[src/rtl/cpu_pkg.sv]
// Shared CPU definitions: default bus/field widths, instruction width helper, opcode encodings.
// Used by the instruction register, the decoder and the bench.
package cpu_pkg;

  localparam int DATA_W_DEF   = 8;
  localparam int OPCODE_W_DEF = 3;

  typedef enum logic [2:0] {
    OP_HLT = 3'd0,
    OP_SKZ = 3'd1,
    OP_ADD = 3'd2,
    OP_AND = 3'd3,
    OP_XOR = 3'd4,
    OP_LDA = 3'd5,
    OP_STO = 3'd6,
    OP_JMP = 3'd7
  } opcode_e;

  function automatic int instr_width(input int data_w, input int beats);
    return data_w * beats;
  endfunction

endpackage

[src/rtl/ir_beat_assembler_beat_counter.sv]
// Wrapping 0..BEATS-1 counter, advances on inc, sync clear, async reset.
// last flags the final count; no backpressure, idx is registered.
module beat_counter #(
  parameter int BEATS = 2,
  parameter int IDX_W = 1
) (
  input  logic             clk,
  input  logic             rst,
  input  logic             clr,
  input  logic             inc,
  output logic [IDX_W-1:0] idx,
  output logic             last
);

  assign last = (idx == IDX_W'(BEATS - 1));

  always_ff @(posedge clk or posedge rst) begin
    if (rst) begin
      idx <= '0;
    end else if (clr) begin
      idx <= '0;
    end else if (inc) begin
      idx <= last ? '0 : idx + IDX_W'(1);
    end
  end

endmodule

[src/rtl/ir_beat_assembler.sv]
// Builds a BEATS*DATA_W instruction from narrow bus loads, big-endian; result registered on the last beat
// (visible next cycle). Never stalls the bus: an unacked instruction is overwritten and flagged by sticky overrun.
module ir_beat_assembler
  import cpu_pkg::*;
#(
  parameter  int DATA_W   = DATA_W_DEF,
  parameter  int BEATS    = 2,
  parameter  int OPCODE_W = OPCODE_W_DEF,
  localparam int INSTR_W  = instr_width(DATA_W, BEATS),
  localparam int IDX_W    = (BEATS > 1) ? $clog2(BEATS) : 1
) (
  input  logic                    clk,
  input  logic                    rst,
  input  logic [DATA_W-1:0]       data,
  input  logic                    load,
  input  logic                    clear,
  input  logic                    ack,
  output logic [INSTR_W-1:0]      instr,
  output logic [OPCODE_W-1:0]     opcode,
  output logic [INSTR_W-OPCODE_W-1:0] addr,
  output logic                    instr_valid,
  output logic [IDX_W-1:0]        beat_idx,
  output logic                    busy,
  output logic                    overrun
);

  logic [INSTR_W-1:0] staging;
  logic [INSTR_W-1:0] staged_next;
  logic               last_beat;
  logic               complete;

  beat_counter #(
    .BEATS (BEATS),
    .IDX_W (IDX_W)
  ) u_beat_counter (
    .clk  (clk),
    .rst  (rst),
    .clr  (clear),
    .inc  (load),
    .idx  (beat_idx),
    .last (last_beat)
  );

  // Staging with the current beat dropped into its slice; on the final beat this is the whole instruction.
  always_comb begin
    staged_next = staging;
    for (int k = 0; k < BEATS; k++) begin
      if (beat_idx == IDX_W'(k)) begin
        staged_next[(BEATS-1-k)*DATA_W +: DATA_W] = data;
      end
    end
  end

  assign complete = load && !clear && last_beat;
  assign busy     = (beat_idx != '0);
  assign opcode   = instr[INSTR_W-1 -: OPCODE_W];
  assign addr     = instr[INSTR_W-OPCODE_W-1:0];

  always_ff @(posedge clk or posedge rst) begin
    if (rst) begin
      staging <= '0;
    end else if (clear || complete) begin
      staging <= '0;
    end else if (load) begin
      staging <= staged_next;
    end
  end

  // instr deliberately survives clear; only a completion replaces it.
  always_ff @(posedge clk or posedge rst) begin
    if (rst) begin
      instr <= '0;
    end else if (complete) begin
      instr <= staged_next;
    end
  end

  always_ff @(posedge clk or posedge rst) begin
    if (rst) begin
      instr_valid <= 1'b0;
      overrun     <= 1'b0;
    end else if (clear) begin
      instr_valid <= 1'b0;
      overrun     <= 1'b0;
    end else if (complete) begin
      instr_valid <= 1'b1;
      if (instr_valid && !ack) begin
        overrun <= 1'b1;
      end
    end else if (ack) begin
      instr_valid <= 1'b0;
    end
  end

endmodule

[config.mk]
export PLATFORM = sky130hd
export DESIGN_NAME = ir_beat_assembler
export DESIGN_NICKNAME = d
export VERILOG_FILES = /design/src/rtl/cpu_pkg.sv /design/src/rtl/ir_beat_assembler_beat_counter.sv /design/src/rtl/ir_beat_assembler.sv
export SDC_FILE = /design/constraint.sdc
export NUM_CORES = 1
export LEC_CHECK = 0
export ABC_AREA = 1
export CAP_MARGIN = 25
export CORE_MARGIN = 2
export CORE_UTILIZATION = 45
export DETAILED_ROUTE_END_ITERATION = 6
export PLACE_DENSITY = 0.8
export SLEW_MARGIN = 20
export SYNTH_ARGS = -nofsm -noshare
export SYNTH_HDL_FRONTEND = slang
export SYNTH_SLANG_ARGS = --single-unit
export TNS_END_PERCENT = 1
[constraint.sdc]
create_clock -name clk -period 3.11 [get_ports clk]
set_input_delay 0.311 -clock clk [delete_from_list [all_inputs] [get_ports clk]]
set_output_delay 0.311 -clock clk [all_outputs]
set_load 0.02 [all_outputs]
# --- After elaboration in Yosys (flattened, before gate mapping) ---
# Index checks and enable logic that the tools add are counted.
word_totals:
  inputBits: 13
  output_inout_bits: 36
  wordCells: 31
  regBits: 35
classes:
  n_addsub: 1
  n_mux: 13
  n_reduce_logical: 12
op_table:
  columns: ["cell", "n"]
  rows:
  - ["16-bit 2-to-1 mux", 2]
  - ["8-bit 2-to-1 mux", 2]
  - ["1-bit 2-to-1 mux", 9]
  - ["2-bit nonzero test", 4]
  - ["1-bit logical AND", 3]
  - ["3-bit nonzero test", 1]
  - ["1-bit logical NOT", 2]
  - ["2-bit AND reduction", 1]
  - ["1-bit adder (second input constant)", 1]
  - ["1-bit logical OR", 1]

# --- Logic depth before layout (Yosys ltp) ---
# Gate-level depths: netlist of the first run.
logic_depth:
  depth_word: 5
  depth_mapped: 6
  ltp_nobuf: 5

# --- Cells and area by module ---
# Synthesis of the first run repeated with hierarchy kept, for this count alone.
unflattened:
  hier_cells: 259
  area_unflattened_um2: 1879.3
modules_own_cells:
  columns: ["module", "area_each_um2", "instances", "cells_each", "seq_area_each_um2"]
  rows:
  - ["ir_beat_assembler", 1824.2, 1, 251, 850.8]
  - ["beat_counter", 55.1, 1, 8, 25.0]

# --- Worst setup path after synthesis of the first run ---
# OpenSTA, ideal clock, no wires.
synth_path:
  kind: "register to register"
  startpoint: "reg u_beat_counter.idx"
  endpoint: "reg staging[10]"
  setup_ns: 0.066
  required_time_ns: 3.044
  path_stages_with_launch: 5
  arrival_time_ns: 1.111
  synth_period_minus_slack_ns: 1.177
  n_path_buf: 1
  slack_ns: 1.933
  path_cell_list: "dfrtp_1 buf_4 nor2_1 nand3_1 nand2_1"
synth_via:
  elab_chain_len: 3
  word_cells_on_any_way: 6
  classes_between: "mux (3); reduce/logical (3)"
synth_rtl:
  columns: ["element", "line_no", "rtl"]
  rows:
  - ["start, declared", "ir_beat_assembler_beat_counter.sv:11", "output logic [IDX_W-1:0] idx,"]
  - ["start signal, assigned", "ir_beat_assembler_beat_counter.sv:23", "idx <= last ? '0 : idx + IDX_W'(1);"]
  - ["8-bit 2-to-1 mux or 1-bit logical AND (tied branches)", "ir_beat_assembler.sv:48, ir_beat_assembler.sv:54", null]
  - ["16-bit 2-to-1 mux or 1-bit logical OR (tied branches)", "ir_beat_assembler.sv:64, ir_beat_assembler.sv:62", null]
  - ["16-bit 2-to-1 mux or 2-bit nonzero test (tied branches)", null, null]
  - ["end signal, assigned", "ir_beat_assembler.sv:65", "staging <= staged_next;"]
  - ["end, declared", "ir_beat_assembler.sv:27", "logic [INSTR_W-1:0] staging;"]
# Several ways; a longest one is shown, not always the timed one. The select of a mux whose other input is x is not followed.
# A chain may end at the register's enable or synchronous reset.

# --- Worst setup path after layout of the first run ---
layout_path:
  startpoint: "reg u_beat_counter.idx"
  endpoint: "out beat_idx"
layout_rtl:
  columns: ["element", "line_no", "rtl"]
  rows:
  - ["end, declared", "ir_beat_assembler.sv:22", "output logic [IDX_W-1:0] beat_idx,"]
# No word-level cell between the ends.

==> results.sh, run 1 <==
export IMPL_status="finished clean"
export IMPL_ys_seq_elements=30
export IMPL_timing_rr_end="instr[14]"
export IMPL_clock_skew_final_ns=0.00675
export IMPL_critPathLaunchType="flip-flop"
export IMPL_worst_path_max_delay_cell="dfrtp_1"
export IMPL_grt_max_degree=31
export IMPL_synthesis_nets=187
export IMPL_track_usage=0.172
export IMPL_fillers=266
export IMPL_routed_wl_um=2810
export IMPL_yosysWarningCount=0
export IMPL_finalNonFillerCells=241
export IMPL_cap_violations=0
export IMPL_hold_viol_final=0
export IMPL_die_h_um=59.8
export IMPL_drc_errors=0
export IMPL_syn_cell_area_mm2=0.00140
export IMPL_maxSlewViolCount=0
export IMPL_path_buf_inv=1
export IMPL_ctsResizeCount=0
export IMPL_synth_common_cells="nand2_1 (85), dfrtp_1 (30), buf_4 (20)"
export IMPL_htreeDepth=2
export IMPL_period_share=0.697
export IMPL_hold_path_class="in2async"
export IMPL_worst_setup_path_type="reg2out"
export IMPL_power_switching_uw=359
export IMPL_synth_most_common_cell="nand2_1"
export IMPL_powerDensity_mw_per_mm2=658
export IMPL_clkPwrFrac=0.331
export IMPL_synth_cells=174
export IMPL_overflow=0
export IMPL_synthTopCellsByArea="dfrtp_1 (54%), nand2_1 (23%), buf_4 (11%)"
export IMPL_ios=49
export IMPL_cts_root_buf="clkbuf_4"
export IMPL_wl_per_cell_um=11.7
export IMPL_dp_cells=233
export IMPL_cts_setup_buffers=0
export IMPL_postRouteAntennaNets=0
export IMPL_comb_power_share=0.285
export IMPL_yosysSeqAreaShare=0.536
export IMPL_antenna_found_initial=0
export IMPL_start_util=0.467
export IMPL_ctsHoldBuffers=0
export IMPL_fmax_mhz=461
export IMPL_synth_top_area_share=0.536
export IMPL_core_area_mm2=0.00300
export IMPL_rsz0062_at_grt="false"
export IMPL_num_rows=20
export IMPL_drive_gt1_frac=0.0481
export IMPL_p_total_uw=1230
export IMPL_drtIter0Drc=51
export IMPL_synth_area_per_cell_um2=8.05
export IMPL_die_area_mm2=0.00358
export IMPL_grt_first_pass_wirelength_um=4510
export IMPL_worst_pin_slew_ns=0.684
export IMPL_clock_sinks=30
export IMPL_leakagePower_uw=0.000961
export IMPL_reg2reg_slack_ns=1.33
export IMPL_worstRegToRegCells=3
export IMPL_crit_arrival_ns=1.86
export IMPL_ir_drop_mv=0.385
export IMPL_portBuffers=48
export IMPL_cts_buffer_depth=2
export IMPL_vias_per_cell=4.77
export IMPL_intPower_uw=876
export IMPL_setup_viol=0
export IMPL_fin_tns_setup_ns=0
export IMPL_clk_pin_slew_ns=0.10
export IMPL_cts_tree="done"
export IMPL_critPathMaxStageDelay_ns=0.79
export IMPL_synth_top_cell_by_area="dfrtp_1"
export IMPL_layout_nets=220
export IMPL_crit_path_end_kind="primary output"
export IMPL_cp_max_fo=22
export IMPL_path_cells="clkdlybuf4s50_1"
export IMPL_numCtsBuffers=5
export IMPL_reg2reg_from="u_beat_counter.idx"
export IMPL_hpwl_um=1950
export IMPL_num_antenna_cells=0
export IMPL_die_w_um=59.8
export IMPL_ys_flop_type="dfrtp_1"
export IMPL_grt_pass1_vias=979
export IMPL_num_vias=1150
export IMPL_firstDrtPassIters=5
export IMPL_synth_edff_count=0
export IMPL_routabilityCongestion=0.846
export IMPL_crit_family="flip-flops"
export IMPL_pwr_share_seq=0.384
export IMPL_swShare=0.290
export IMPL_clk_latency_ns=0.33
export IMPL_ys_async_sr_fraction=1.00
export IMPL_required_ns=2.80
export IMPL_slew_headroom=0.544
export IMPL_areaGrowthSynthToFinish_pct=34.0
export IMPL_synth_distinct_cells=10
export IMPL_period_needed_ns=2.17
==> state kept, by name, summed over array words and instances (netlist names) <==
name                count
instr_valid             1
u_beat_counter.idx      1
instr                  16
overrun                 1
staging                11
==> routing by layer <==
metal  GRT usage  routed length [µm]  up-vias
li1            -                   -      584
met1       0.245                1380      516
met2       0.244                1210       43
met3      0.0476                 173        7
met4      0.0762                  47        0
met5           0                   0        -
==> logic make-up (layout without fill, tap and decap cells) <==
logic type / count (synthesis) / count (layout) / synth area share
AND/OR/NAND/NOR: 113 / 113 / 0.326
buffers and inverters: 31 / 65 / 0.138
flip-flops: 30 / 30 / 0.536
==> placed cells by master, fill, tap and decap left out, drive strengths merged <==
cell type / count
buf: 1
bufinv: 2
clkbuf: 6
clkdlybuf4s50: 48
dfrtp: 30
inv: 8
nand2: 85
nand3: 10
nand4: 7
nor2: 11
==> how the worst max path moves through the flow <==
stage | cells past startpoint | slack [ns] | startpoint | to
2_1_floorplan | 4 | 1.93 | u_beat_counter.idx | staging[10]
3_3_place_gp | 4 | 1.00 | load | instr[14]
3_5_place_dp | 4 | 0.96 | load | instr[7]
4_1_cts | 1 | 0.95 | u_beat_counter.idx | beat_idx
5_1_grt | 1 | 0.84 | u_beat_counter.idx | beat_idx
6_report | 1 | 0.94 | u_beat_counter.idx | beat_idx
==> cell type report <==
class	count	area [µm²]	share of cell area
inverter	8	30.0	0.0160
clock buffer	6	51.3	0.0273
multi-input combinational	113	457	0.243
timing repair buffer	49	488	0.260
sequential	30	751	0.400
clock inverter	2	60.1	0.0320
tap	33	41.3	0.0220
==> power by group through the flow <==
| stage | clock (µW) | combinational [µW] | sequential [µW] |
|---|---|---|---|
| 3_5_place_dp | 0 | 354 | 483 |
| 3_3_place_gp | 0 | 351 | 481 |
| 6_report | 409 | 352 | 474 |
| 5_1_grt | 440 | 378 | 481 |
| 4_1_cts | 415 | 355 | 476 |
| 2_1_floorplan | 0 | 177 | 523 |
==> stage by stage <==
stage                      util  hold slack, ns  instance area (µm²)  worst slack (ns)
after floorplan               -           0.377                 1400              1.93
after global placement    0.588           0.464                 1770              1.00
after detailed placement  0.588           0.466                 1770             0.960
after CTS                 0.625           0.345                 1880             0.946
after global routing      0.625           0.363                 1880             0.842
final                     0.625           0.344                 1880             0.943
Note: power is estimated with default switching activity, not from simulation.
==> run 2: changes to the inputs <==
--- a/config.mk
+++ b/config.mk
@@ -8,9 +8,9 @@
 export ABC_AREA = 1
 export CAP_MARGIN = 25
 export CORE_MARGIN = 2
-export CORE_UTILIZATION = 45
+export CORE_UTILIZATION = 44
 export DETAILED_ROUTE_END_ITERATION = 6
-export PLACE_DENSITY = 0.8
+export PLACE_DENSITY = 0.78
 export SLEW_MARGIN = 20
 export SYNTH_ARGS = -nofsm -noshare
 export SYNTH_HDL_FRONTEND = slang
==> constraint.sdc (replaced) <==
create_clock -name clk -period 2.16 [get_ports clk]
set_input_delay 0.216 -clock clk [delete_from_list [all_inputs] [get_ports clk]]
set_output_delay 0.216 -clock clk [all_outputs]
set_load 0.02 [all_outputs]
==> results.sh, run 2 (synthesis results as in run 1) <==
export IMPL_num_vias=1192
export IMPL_grt_first_pass_wirelength_um=4910
export IMPL_fin_area_mm2=0.00188
export IMPL_drive_gt1_frac=0.0616
export IMPL_crit_family="buffers and inverters"
export IMPL_top_regs="instr (16), staging (11)"
export IMPL_path_buf_inv=1
export IMPL_cts_setup_buffers=0
export IMPL_p_total_uw=1610
export IMPL_cap_violations=0
export IMPL_fmax_mhz=583
export IMPL_rsz0062_at_grt="false"
export IMPL_num_antenna_cells=0
export IMPL_worstRegToRegCells=6
export IMPL_worst_path_max_delay_cell="clkdlybuf4s50_1"
export IMPL_place_area_mm2=0.00180
export IMPL_period_needed_ns=1.71
export IMPL_period_share=0.794
export IMPL_path_cells="clkdlybuf4s50_1"
export IMPL_antenna_found_initial=0
export IMPL_grt_pass1_vias=1132
export IMPL_ios=49
export IMPL_reg2reg_slack_ns=0.87
export IMPL_hold_viol_final=0
export IMPL_clock_skew_final_ns=0.00164
export IMPL_drtIter0Drc=35
export IMPL_start_util=0.459
export IMPL_clk_latency_ns=0.33
export IMPL_die_h_um=60.4
export IMPL_htreeDepth=2
export IMPL_clock_sinks=30
export IMPL_maxSlewViolCount=0
export IMPL_grt_max_degree=31
export IMPL_reg2reg_from="u_beat_counter.idx"
export IMPL_layout_nets=223
export IMPL_powerDensity_mw_per_mm2=856
export IMPL_top_register="instr"
export IMPL_layout_common_cells="nand2_1 (85), clkdlybuf4s50_1 (48), dfrtp_1 (30)"
export IMPL_postRouteAntennaNets=0
export IMPL_required_ns=1.94
export IMPL_portBuffers=48
export IMPL_crit_arrival_ns=1.50
export IMPL_drc_errors=0
export IMPL_hold_path_class="in2async"
export IMPL_final_common_cell="nand2_1"
export IMPL_leakagePower_uw=0.000961
export IMPL_setup_viol=0
export IMPL_routabilityCongestion=0.811
export IMPL_cts_buffer_depth=2
export IMPL_clk_pin_slew_ns=0.09
export IMPL_slew_headroom=0.616
export IMPL_areaGrowthSynthToFinish_pct=34.3
export IMPL_fin_tns_setup_ns=0
export IMPL_fillers=288
export IMPL_num_rows=20
export IMPL_track_usage=0.187
export IMPL_cp_max_fo=9
export IMPL_cts_root_buf="clkbuf_4"
export IMPL_wl_per_cell_um=11.6
export IMPL_critPathMaxStageDelay_ns=0.66
export IMPL_largest_reg_flops=16
export IMPL_die_w_um=60.4
export IMPL_core_area_mm2=0.00305
export IMPL_status="finished clean"
export IMPL_dp_cells=247
export IMPL_whs_ns=0.260
export IMPL_die_area_mm2=0.00365
export IMPL_overflow=0
export IMPL_routed_wl_um=2950
export IMPL_firstDrtPassIters=4
export IMPL_numCtsBuffers=5
export IMPL_hpwl_um=2090
export IMPL_cts_tree="done"
export IMPL_ctsResizeCount=0
export IMPL_ctsHoldBuffers=0
export IMPL_worst_pin_slew_ns=0.574
export IMPL_timing_rr_end="instr[6]"
export IMPL_path_depth=1
export IMPL_crit_path_end_kind="primary output"
export IMPL_vias_per_cell=4.67
export IMPL_ir_drop_mv=0.355
export IMPL_worst_setup_path_type="reg2out"
export IMPL_finalNonFillerCells=255
export IMPL_critPathLaunchType="flip-flop"
## run 2: cell count changes in the layout (fill, tap and decap cells not counted)
cell	delta
buf_4	+3
bufinv_16	-2
clkbuf_8	+2
## run 2: cell type report
type / instances / area [µm²] / area share
Sequential cell: 30 / 751 / 0.399
Multi-Input combinational cell: 113 / 457 / 0.243
Clock buffer: 8 / 78.8 / 0.0419
Inverter: 8 / 30.0 / 0.0160
Timing Repair Buffer: 52 / 510 / 0.271
Tap cell: 44 / 55.1 / 0.0293
## run 2: metrics by stage
step / worst slack [ns] / utilization
2_1_floorplan: 0.983 / -
3_3_place_gp: 0.551 / 0.591
3_5_place_dp: 0.524 / 0.591
4_1_cts: 0.437 / 0.616
5_1_grt: 0.387 / 0.616
6_report: 0.446 / 0.616
## run 2: worst max path at each step
stage	from	endpoint	slack, ns
after floorplan	u_beat_counter.idx	staging[10]	0.98
after global placement	clear	instr[10]	0.55
after detailed placement	clear	instr[8]	0.52
after CTS	u_beat_counter.idx	busy	0.44
after global routing	u_beat_counter.idx	beat_idx	0.39
final	u_beat_counter.idx	beat_idx	0.45
## run 2: where the power goes
group / switching (µW) / internal [µW]
Combinational: 273 / 247
Clock: 192 / 222
Sequential: 49.7 / 627
## run 2: metal layers
layer,GRT usage,up-vias,wire (µm)
met4,0.0839,0,40
met1,0.230,545,1340
li1,-,595,-
met2,0.304,48,1360
met3,0.0597,4,201
met5,0,-,0
